## config.mk

```make
export PLATFORM = sky130hd
export DESIGN_NAME = bcd_updown_counter_n
export DESIGN_NICKNAME = d
export VERILOG_FILES = /design/src/rtl/bcd_updown_counter_n.sv
export SDC_FILE = /design/constraint.sdc
export NUM_CORES = 1
export LEC_CHECK = 0
export ABC_CLOCK_PERIOD_IN_PS = 2340
export CORE_ASPECT_RATIO = 0.7
export CORE_MARGIN = 2
export CORE_UTILIZATION = 50
export DETAILED_ROUTE_END_ITERATION = 10
export HOLD_SLACK_MARGIN = 0.08
export PLACE_DENSITY = 0.81
export SYNTH_ARGS = -nofsm -noshare
export SYNTH_HDL_FRONTEND = slang
export SYNTH_SLANG_ARGS = --single-unit
export TNS_END_PERCENT = 100
```

## constraint.sdc

```tcl
create_clock -name clk -period 2.34 [get_ports clk]
set_input_delay 0.468 -clock clk [delete_from_list [all_inputs] [get_ports clk]]
set_output_delay 0.468 -clock clk [all_outputs]
set_load 0.01 [all_outputs]
```

## src/rtl/bcd_updown_counter_n.sv

```systemverilog
// Multi-digit BCD up/down counter with synchronous load, count enable,
// wrap or saturate at the limits, a wrap pulse and a load-error pulse.
// Each digit has its own increment/decrement logic. A carry/borrow chain
// runs through the digits and is built in one combinational pass.
module bcd_updown_counter_n #(
  parameter int DIGITS   = 4,
  parameter int SATURATE = 0
) (
  input  logic                  clk,
  input  logic                  rst,
  input  logic                  en,
  input  logic                  up,
  input  logic                  load,
  input  logic [4*DIGITS-1:0]   load_val,
  output logic [4*DIGITS-1:0]   count,
  output logic                  wrap,
  output logic                  load_err,
  output logic                  at_max,
  output logic                  at_min
);

  localparam int W = 4 * DIGITS;

  logic [W-1:0]      r_count;
  logic              r_wrap;
  logic              r_load_err;

  logic [W-1:0]      w_inc;
  logic [W-1:0]      w_dec;
  logic [W-1:0]      w_load_clean;
  logic [DIGITS:0]   w_cy;
  logic [DIGITS:0]   w_bw;
  logic [DIGITS-1:0] w_bad;
  logic [DIGITS-1:0] w_is9;
  logic [DIGITS-1:0] w_is0;

  // A digit takes part in a step only when every lower digit is at its limit.
  // Because of that, the final carry (or borrow) also flags all-9s (or all-0s).
  assign w_cy[0] = 1'b1;
  assign w_bw[0] = 1'b1;

  generate
    for (genvar g = 0; g < DIGITS; g++) begin : g_digit
      logic [3:0] w_d;
      logic [3:0] w_ld;

      assign w_d      = r_count[4*g +: 4];
      assign w_is9[g] = (w_d == 4'd9);
      assign w_is0[g] = (w_d == 4'd0);
      assign w_cy[g+1] = w_cy[g] & w_is9[g];
      assign w_bw[g+1] = w_bw[g] & w_is0[g];

      assign w_inc[4*g +: 4] = !w_cy[g] ? w_d : (w_is9[g] ? 4'd0 : w_d + 4'd1);
      assign w_dec[4*g +: 4] = !w_bw[g] ? w_d : (w_is0[g] ? 4'd9 : w_d - 4'd1);

      // A non-decimal digit (A-F) is loaded as 0, so the count stays pure BCD.
      assign w_ld                   = load_val[4*g +: 4];
      assign w_bad[g]               = (w_ld > 4'd9);
      assign w_load_clean[4*g +: 4] = w_bad[g] ? 4'd0 : w_ld;
    end
  endgenerate

  assign at_max   = w_cy[DIGITS];
  assign at_min   = w_bw[DIGITS];
  assign count    = r_count;
  assign wrap     = r_wrap;
  assign load_err = r_load_err;

  // Update the count register. Priority is rst, then load, then en.
  // Both pulses default to 0 on every cycle.
  always_ff @(posedge clk) begin
    if (rst) begin
      r_count    <= '0;
      r_wrap     <= 1'b0;
      r_load_err <= 1'b0;
    end else begin
      r_wrap     <= 1'b0;
      r_load_err <= 1'b0;
      if (load) begin
        r_count    <= w_load_clean;
        r_load_err <= |w_bad;
      end else if (en) begin
        if (up) begin
          if (at_max) begin
            r_wrap <= 1'b1;
            if (SATURATE == 0) r_count <= w_inc;
          end else begin
            r_count <= w_inc;
          end
        end else begin
          if (at_min) begin
            r_wrap <= 1'b1;
            if (SATURATE == 0) r_count <= w_dec;
          end else begin
            r_count <= w_dec;
          end
        end
      end
    end
  end

endmodule

```

* After elaboration in Yosys (flattened, before gate mapping)
Index checks and enable logic that the tools add are counted.
** Cells by class
- $add $sub $neg :: 8
- Magnitude comparators :: 4
- Equality and inequality tests :: 7
- Mux-type cells :: 24
- Bitwise operators :: 8
- Reduce and logical (&&, ||, !) cells :: 14
** Operators by type and width (count)
- 4-bit two-way mux :: 18
- 16-bit two-way mux :: 3
- 4-bit by 1-bit adder with 4-bit output (second input constant) :: 4
- 4-bit equality test (second input constant) :: 4
- 4-bit greater-than comparator (second input constant) :: 4
- 4-bit zero test :: 4
- 4-bit by 1-bit subtractor with 4-bit output (second input constant) :: 4
- 3-bit by 1-bit inequality test with 1-bit output (second input constant) :: 3
- 3-bit AND reduction :: 3
- 3-bit nonzero test :: 3
- 1-bit AND :: 6
- 4-bit OR reduction :: 1
- 1-bit two-way mux :: 3
- 3-bit OR reduction :: 1
- 1-bit NOT :: 2
- 2-bit nonzero test :: 1
- 2-bit OR reduction :: 1
** Word-level totals
- Register bits after elaboration :: 18
- Input bits :: 21
- Output and inout bits :: 20
- Logic and storage cells :: 71

* Logic depth before layout (Yosys ltp)
Gate-level depths: netlist (run 1).
- Depth in word-level cells :: 7
- Depth in mapped cells :: 7
- Depth with buffers taken out :: 5

* Worst setup path before layout (run 1)
OpenSTA, ideal clock, no wires.
- Path type :: flip-flop to output port
- Start point :: reg r_count[9], in the netlist count[9]
- End point :: out at_min
- Arrival time :: 1.572 ns
- Required time :: 1.872 ns
- Setup slack :: 0.300 ns
- Stages on the path, launching flop included :: 5
- Buffers on the path :: 1
- Cell sequence :: dfxtp_1 buf_6 or4_4 or4_1 nor3_2
** Between the ends
- Word-level cells in the longest chain between the ends :: 3
** Ends and longest elaborated chain
- start: declaration :: RTL line 24 : logic [W-1:0] r_count;
- start signal: assignment :: RTL line 80 : r_count <= w_load_clean;
- start signal: assignment :: RTL line 86 : if (SATURATE == 0) r_count <= w_inc;
- start signal: assignment :: RTL line 88 : r_count <= w_inc;
- 4-bit zero test :: RTL line 49 : assign w_is0[g] = (w_d == 4'd0);
- 1-bit AND (2 in series) :: RTL line 51 : assign w_bw[g+1] = w_bw[g] & w_is0[g];
- end: declaration :: RTL line 19 : output logic at_min
No other way between the ends.

* Worst setup path in the final report (run 1)
- Start point :: reg r_count[11], in the netlist count[11]
- End point :: out at_min
Same word-level chain as after synthesis.

==> reports/metrics.csv, run 1 <==
metric,value,unit
dr.pass1.iters,4,
nFillCells,249,
grt_overflow,0,
die_w,73.2,um
diodes,0,
num_rows,17,
clockRootBuffer,clkbuf_8,
rsz0062_at_grt,yes,
required,1.87,ns
finClkSkew,0.00213,ns
ys_ff_latch,18,
drv_slew,0,
rr_startpoint,count[11]$_SDFFE_PP0P_,
drive_gt1_share,18.1,%
netlist_area,1670,um2
cts_hold_buf,0,
r2r_cells,6,
fin_nets,300,
synthArstFlopShare,0,%
grt_pass1_wl,7.51,mm
wl_per_cell,14.8,um
initial_core_util,52.8,%
multi_input_area,1160,um2
drt-vias-per-instance,6.08,
start_kind,register,
r2r-end,count[15]$_SDFFE_PP0P_,
design_area,2260,um2
whs_endpoint,count[11]$_SDFFE_PP0P_,
crit_fanout,2,
synth_edf_count,0,
final.min_clock_period,2.30,ns
dp_hpwl,3.47,mm
hp-class,reg2reg,
whs_path_depth,3,
insertion_delay,0.26,ns
pin_count,41,
period_share,98.4,%
critPathKind,reg2out,
cap_violations,0,
seq_area,362,um2
path_clk_slew,0.07,ns
core_region_area,3170,um2
drt_iter0_markers,176,
grt_use_total,24.9,%
grt_max_degree,19,
antenna_found_initial,0,
critical_path_arrival,1.83,ns
htreeDepth,1,
via_count,1915,
seq_area_frac_synth,21.5,%
slew_headroom,52.2,%
gp_congestion,0.885,
powerDensity,480,nW/um2
netlist.area_leader.share,21.5,%
placed_cell_area,2200,um2
ant_nets,0,
die_area,3830,um2
rrSetupSlack,0.33,ns
cts_tree,built,
synth_fp_nets,246,
die_y,52.4,um
grt_pass1_vias,1597,
peakVddDrop,0.000367,V
p_total,1.08,mW
finalHoldViolCount,0,
hp-start,count[11]$_SDFFE_PP0P_,
synthFlopType,dfxtp_1,
syn_area_per_cell,7.44,um2
tightest_slew,0.715,ns
syn2layout_area_growth,34.8,%
clock.fmax,434,MHz
finalSetupViolations,0,
synthCells,225,
cts_buffers,3,
io_buffers,40,
power_leakage,0.848,nW
drc,0,
fin_util,71.2,%
cts_max_path_buffers,2,
ys_warn_count,0,
yosysTopAreaCell,dfxtp_1,
end_kind,primary output,
synthTopCellsByArea,"dfxtp_1 (22%), nor2_1 (5.8%), o21ai_0 (5.1%)",
status,completed,
drt_wl_total,4.67,mm
ys_types,57,
clock_sinks,18,
registers in the layout, summed over array words and instances, names as in the netlist:
signal and count:
load_err 1, count 16, wrap 1
final cells by class:
cell class / count / share of cell area (%)
Clock buffer: 3 / 1.83
Inverter: 7 / 1.16
Multi-Input combinational cell: 179 / 51.4
Sequential cell: 18 / 16.0
Tap cell: 38 / 2.11
Timing Repair Buffer: 70 / 27.5
synth_stat cells (all sizes together) (2+ instances only):
library cell	instances
nand2	15
and4	2
and2	2
nand3b	3
nor3b	2
a21oi	14
a221oi	2
o21ai	17
xnor2	6
a31oi	9
a211oi	6
and3b	3
and4bb	2
nand4	2
nor3	12
nor4	4
buf	5
o21a	3
nand2b	3
nor2	26
dfxtp	18
clkbuf	16
nand3	10
a211o	2
or2	4
nor4b	2
mux2i	2
or3	2
or4	2
inv	6
o211ai	2
o311ai	2
a311oi	4
nor2b	4
worst max-delay path: stages, from the launching register on:
cell	delay, ns
dfxtp_2	0.32
or4_4	0.53
or4_4	0.44
nor3_4	0.13
buf_2	0.15
layout by cell type, fill, tap and decap left out, types with 4 or more instances in the layout:
master / instances
o21ai_0: 17
clkdlybuf4s50_1: 38
nor2b_1: 4
a21oi_1: 14
inv_1: 6
a31oi_1: 9
nor2_1: 26
a311oi_1: 4
a211oi_1: 6
nand2_1: 15
dfxtp_1: 17
nand3_1: 10
buf_4: 30
or2_2: 4
nor3_1: 10
xnor2_1: 6
through the flow:
step                      cells  TNS [ns]  hold slack, ns  worst slack, ns
after floorplan             225         0           0.572            0.300
after global placement      312   -0.0740           0.629          -0.0740
after detailed placement    312    -0.168           0.634           -0.106
after CTS                   315         0           0.648           0.0325
after global routing        315   -0.0323           0.675          -0.0323
final                       315         0           0.647           0.0381
worst max-delay path by stage:
stage,from,to,depth (start not counted)
6_report,count[11]$_SDFFE_PP0P_,at_min,4
3_5_place_dp,count[11]$_SDFFE_PP0P_,at_min,4
3_3_place_gp,count[11]$_SDFFE_PP0P_,at_min,4
4_1_cts,count[11]$_SDFFE_PP0P_,at_min,4
2_1_floorplan,count[9]$_SDFFE_PP0P_,at_min,4
5_1_grt,count[11]$_SDFFE_PP0P_,at_min,4
report_power, final:
part           switching [mW]  internal (mW)  leakage [nW]
Sequential             0.0184          0.334         0.149
Clock                   0.111          0.115        0.0216
Combinational           0.252          0.253         0.678
per-layer routing:
| metal | wire, um | vias up | track usage [%] | part of all wire (%) |
|---|---|---|---|---|
| met2 | 1970 | 98 | 37.8 | 42 |
| met5 | 0 | - | 0 | 0 |
| met4 | 54 | 0 | 5.25 | 1.2 |
| li1 | - | 943 | - | - |
| met3 | 407 | 11 | 5.38 | 8.7 |
| met1 | 2240 | 863 | 35.8 | 48 |
repair_timing:
action,in CTS,in global routing
setup endpoints to repair,2,1
resized for setup,7,3
setup buffers,0,0
cells by family (layout without fill, tap and decap cells):
family / count (synthesis) / in the layout / share of synthesized area (%)
buf+inv: 28 / 80 / 10.5
compound gates: 69 / 69 / 27.8
simple gates: 101 / 101 / 35.4
xor+xnor: 7 / 7 / 3.66
mux: 2 / 2 / 1.20
flops: 18 / 18 / 21.5
Note: power is estimated with default switching activity, not from simulation.
==> run 2, diff against run 1 <==
--- a/config.mk
+++ b/config.mk
@@ -6,6 +6,7 @@
 export NUM_CORES = 1
 export LEC_CHECK = 0
 export ABC_CLOCK_PERIOD_IN_PS = 2340
+export CAP_MARGIN = 20
 export CORE_ASPECT_RATIO = 0.7
 export CORE_MARGIN = 2
 export CORE_UTILIZATION = 50
==> results of run 2 <==
The final DEF is identical to that of run 1; final timing and power are the same.
==> run 3, diff against run 2 <==
--- a/config.mk
+++ b/config.mk
@@ -5,7 +5,7 @@
 export SDC_FILE = /design/constraint.sdc
 export NUM_CORES = 1
 export LEC_CHECK = 0
-export ABC_CLOCK_PERIOD_IN_PS = 2340
+export ABC_CLOCK_PERIOD_IN_PS = 2200
 export CAP_MARGIN = 20
 export CORE_ASPECT_RATIO = 0.7
 export CORE_MARGIN = 2
@@ -13,6 +13,7 @@
 export DETAILED_ROUTE_END_ITERATION = 10
 export HOLD_SLACK_MARGIN = 0.08
 export PLACE_DENSITY = 0.81
+export SKIP_CTS_REPAIR_TIMING = 1
 export SYNTH_ARGS = -nofsm -noshare
 export SYNTH_HDL_FRONTEND = slang
 export SYNTH_SLANG_ARGS = --single-unit
==> constraint.sdc (replaced) <==
create_clock -name clk -period 2.2 [get_ports clk]
set_input_delay 0.44 -clock clk [delete_from_list [all_inputs] [get_ports clk]]
set_output_delay 0.44 -clock clk [all_outputs]
set_load 0.1 [all_outputs]
==> run 3 against run 2 <==
Effect of this change: the flow now finishes with violations (setup timing); register-to-register slack got worse by 0.17 ns; first-iteration DRC count rose by 22%; clock power rose by 23%; core utilization rose by 0.20 points; worst hold slack got worse by 0.084 ns; clock skew fell by 0.00055 ns; critical path depth did not move; clock-buffer cell count rose by 1; final cell count fell by 1.9%; flip-flop and latch count did not move; combinational power rose by 38%; global-route usage rose by 0.68 points; critical path type unchanged; critical endpoint unchanged; largest cell class unchanged; highest routed layer unchanged.
==> reports/metrics.csv, run 3 (same netlist as run 1, synthesis figures left out) <==
metric,value,unit,change
whs_endpoint,count[3]$_SDFFE_PP0P_,,
insertion_delay,0.26,ns,about the same
r2r-end,count[13]$_SDFFE_PP0P_,,
fin_nets,293,,-2.3%
rrSetupSlack,0.16,ns,-0.17 ns
clock_sinks,18,,unchanged
crit_top_cell,or4_4,,
drt_wl_total,4.74,mm,+1.4%
power_leakage,0.864,nW,+1.9%
violations,setup timing,,
end_kind,primary output,,
drive_gt1_share,27.7,%,+9.6 points
worst_path_max_delay_cell,or4_4,,
gp_congestion,0.825,,-6.7%
r2r_cells,7,,+1
hp-class,reg2reg,,
clockRootBuffer,clkbuf_8,,
rr_startpoint,count[11]$_SDFFE_PP0P_,,
finalSetupViolations,1,,+1
die_y,52.4,um,unchanged
critical_path_arrival,1.98,ns,+0.15 ns
core_region_area,3170,um2,unchanged
dpl.cell_count,305,,-2.2%
peakVddDrop,0.000337,V,-8.0%
critPathTopFamily,simple AND/OR/NAND/NOR gates,,
cts_buffers,3,,unchanged
drt-vias-per-instance,6.10,,+0.34%
ant_nets,0,,unchanged
period_share,110,%,
grt_max_degree,19,,unchanged
setup_ws,-0.215,ns,-0.253 ns
antenna_found_initial,0,,unchanged
whs_path_depth,2,,-1
drv_slew,0,,unchanged
slowest_delay,0.54,ns,about the same
dr.pass1.iters,4,,unchanged
finalHoldViolCount,0,,unchanged
grt_use_total,25.6,%,+0.68 points
htreeDepth,1,,unchanged
syn2layout_area_growth,35.1,%,
largest_register_ffs,16,,unchanged
initial_core_util,52.8,%,unchanged
die_area,3830,um2,unchanged
num_rows,17,,unchanged
diodes,0,,unchanged
dp_hpwl,3.38,mm,-2.5%
final_common_cell,buf_4,,
p_total,1.39,mW,+28%
die_w,73.2,um,unchanged
io_buffers,40,,unchanged
cts_tree,built,,
drc,0,,unchanged
start_kind,register,,
final.min_clock_period,2.42,ns,
slew_headroom,70.8,%,+19 points
rsz0062_at_grt,yes,,
wl_per_cell,15.3,um,+3.3%
crit_chain,"or4_4, or4_4, nor3_4, buf_12",,
via_count,1885,,-1.6%
crit_fanout,2,,unchanged
cts_max_path_buffers,2,,unchanged
tightest_slew,0.433,ns,-0.282 ns
whs,0.563,ns,-0.0840 ns
pre_cts_slack,-0.0518,ns,+0.0542 ns
status,"finished, violations left",,
grt_pass1_wl,7.64,mm,+1.7%
fin_cells,309,,-1.9%
hp-start,count[3]$_SDFFE_PP0P_,,
final_cell_mix,"buf_4 (39), nor2_1 (26), clkdlybuf4s50_1 (20), o21ai_0 (17), nand2_1 (15)",,
powerDensity,615,nW/um2,+28%
critPathKind,reg2out,,
path_clk_slew,0.07,ns,about the same
crit_buf_inv,1,,unchanged
drt_iter0_markers,215,,+22%
cap_violations,0,,unchanged
grt_overflow,0,,unchanged
clock.fmax,414,MHz,
finClkSkew,0.00158,ns,-0.000552 ns
grt_pass1_vias,1649,,+3.3%
fin_util,71.4,%,+0.20 points
pin_count,41,,unchanged
required,1.76,ns,-0.11 ns
[run 3: cell count changes in the layout (fill, tap and decap cells not counted), moves of 4 or more]
cell / delta
dfxtp_1: -12
dfxtp_2: +6
clkdlybuf4s50_1: -18
buf_4: +9
dfxtp_4: +6
buf_12: +4
[run 3: worst register-to-register path, cell delays in order (launching register included)]
cell      delay (ns)
dfxtp_4         0.34
or4_4           0.54
buf_4           0.16
o21a_1          0.19
a221oi_4        0.37
buf_4           0.18
nor2_1          0.03
nor3_1          0.15
[run 3: cell type report]
type                            instances  area, um2
Clock buffer                            4       55.1
Fill cell                             260        907
Inverter                                7       26.3
Multi-Input combinational cell        179       1170
Sequential cell                        18        392
Tap cell                               38       47.5
Timing Repair Buffer                   63        573
[run 3: worst max-delay path by stage]
stage / startpoint / endpoint / cells past startpoint
6_report: count[11]$_SDFFE_PP0P_ / at_min / 4
5_1_grt: count[11]$_SDFFE_PP0P_ / at_min / 4
4_1_cts: count[11]$_SDFFE_PP0P_ / at_min / 4
3_5_place_dp: load / count[7]$_SDFFE_PP0P_ / 7
3_3_place_gp: load / count[7]$_SDFFE_PP0P_ / 7
2_1_floorplan: count[9]$_SDFFE_PP0P_ / wrap$_SDFF_PP0_ / 6
[run 3: power by group]
| group | switching (mW) | internal (mW) | total, mW |
|---|---|---|---|
| Clock | 0.118 | 0.159 | 0.278 |
| Sequential | 0.0555 | 0.357 | 0.412 |
| Combinational | 0.445 | 0.256 | 0.700 |
| Total | 0.618 | 0.772 | 1.39 |
[run 3: metal layers]
metal,global-route usage (%),vias to the layer above,part of all wire (%)
met1,34.0,861,44
met5,0,-,0
met3,7.12,8,9.0
met4,7.41,0,1.3
met2,40.4,84,46
li1,-,932,-
[run 3: metrics by stage]
stage	TNS [ns]	area [um2]
6_report	-0.215	2260
5_1_grt	-0.256	2260
4_1_cts	-0.373	2260
3_5_place_dp	-0.0731	2200
3_3_place_gp	-0.0446	2200
2_1_floorplan	-1.81	1730
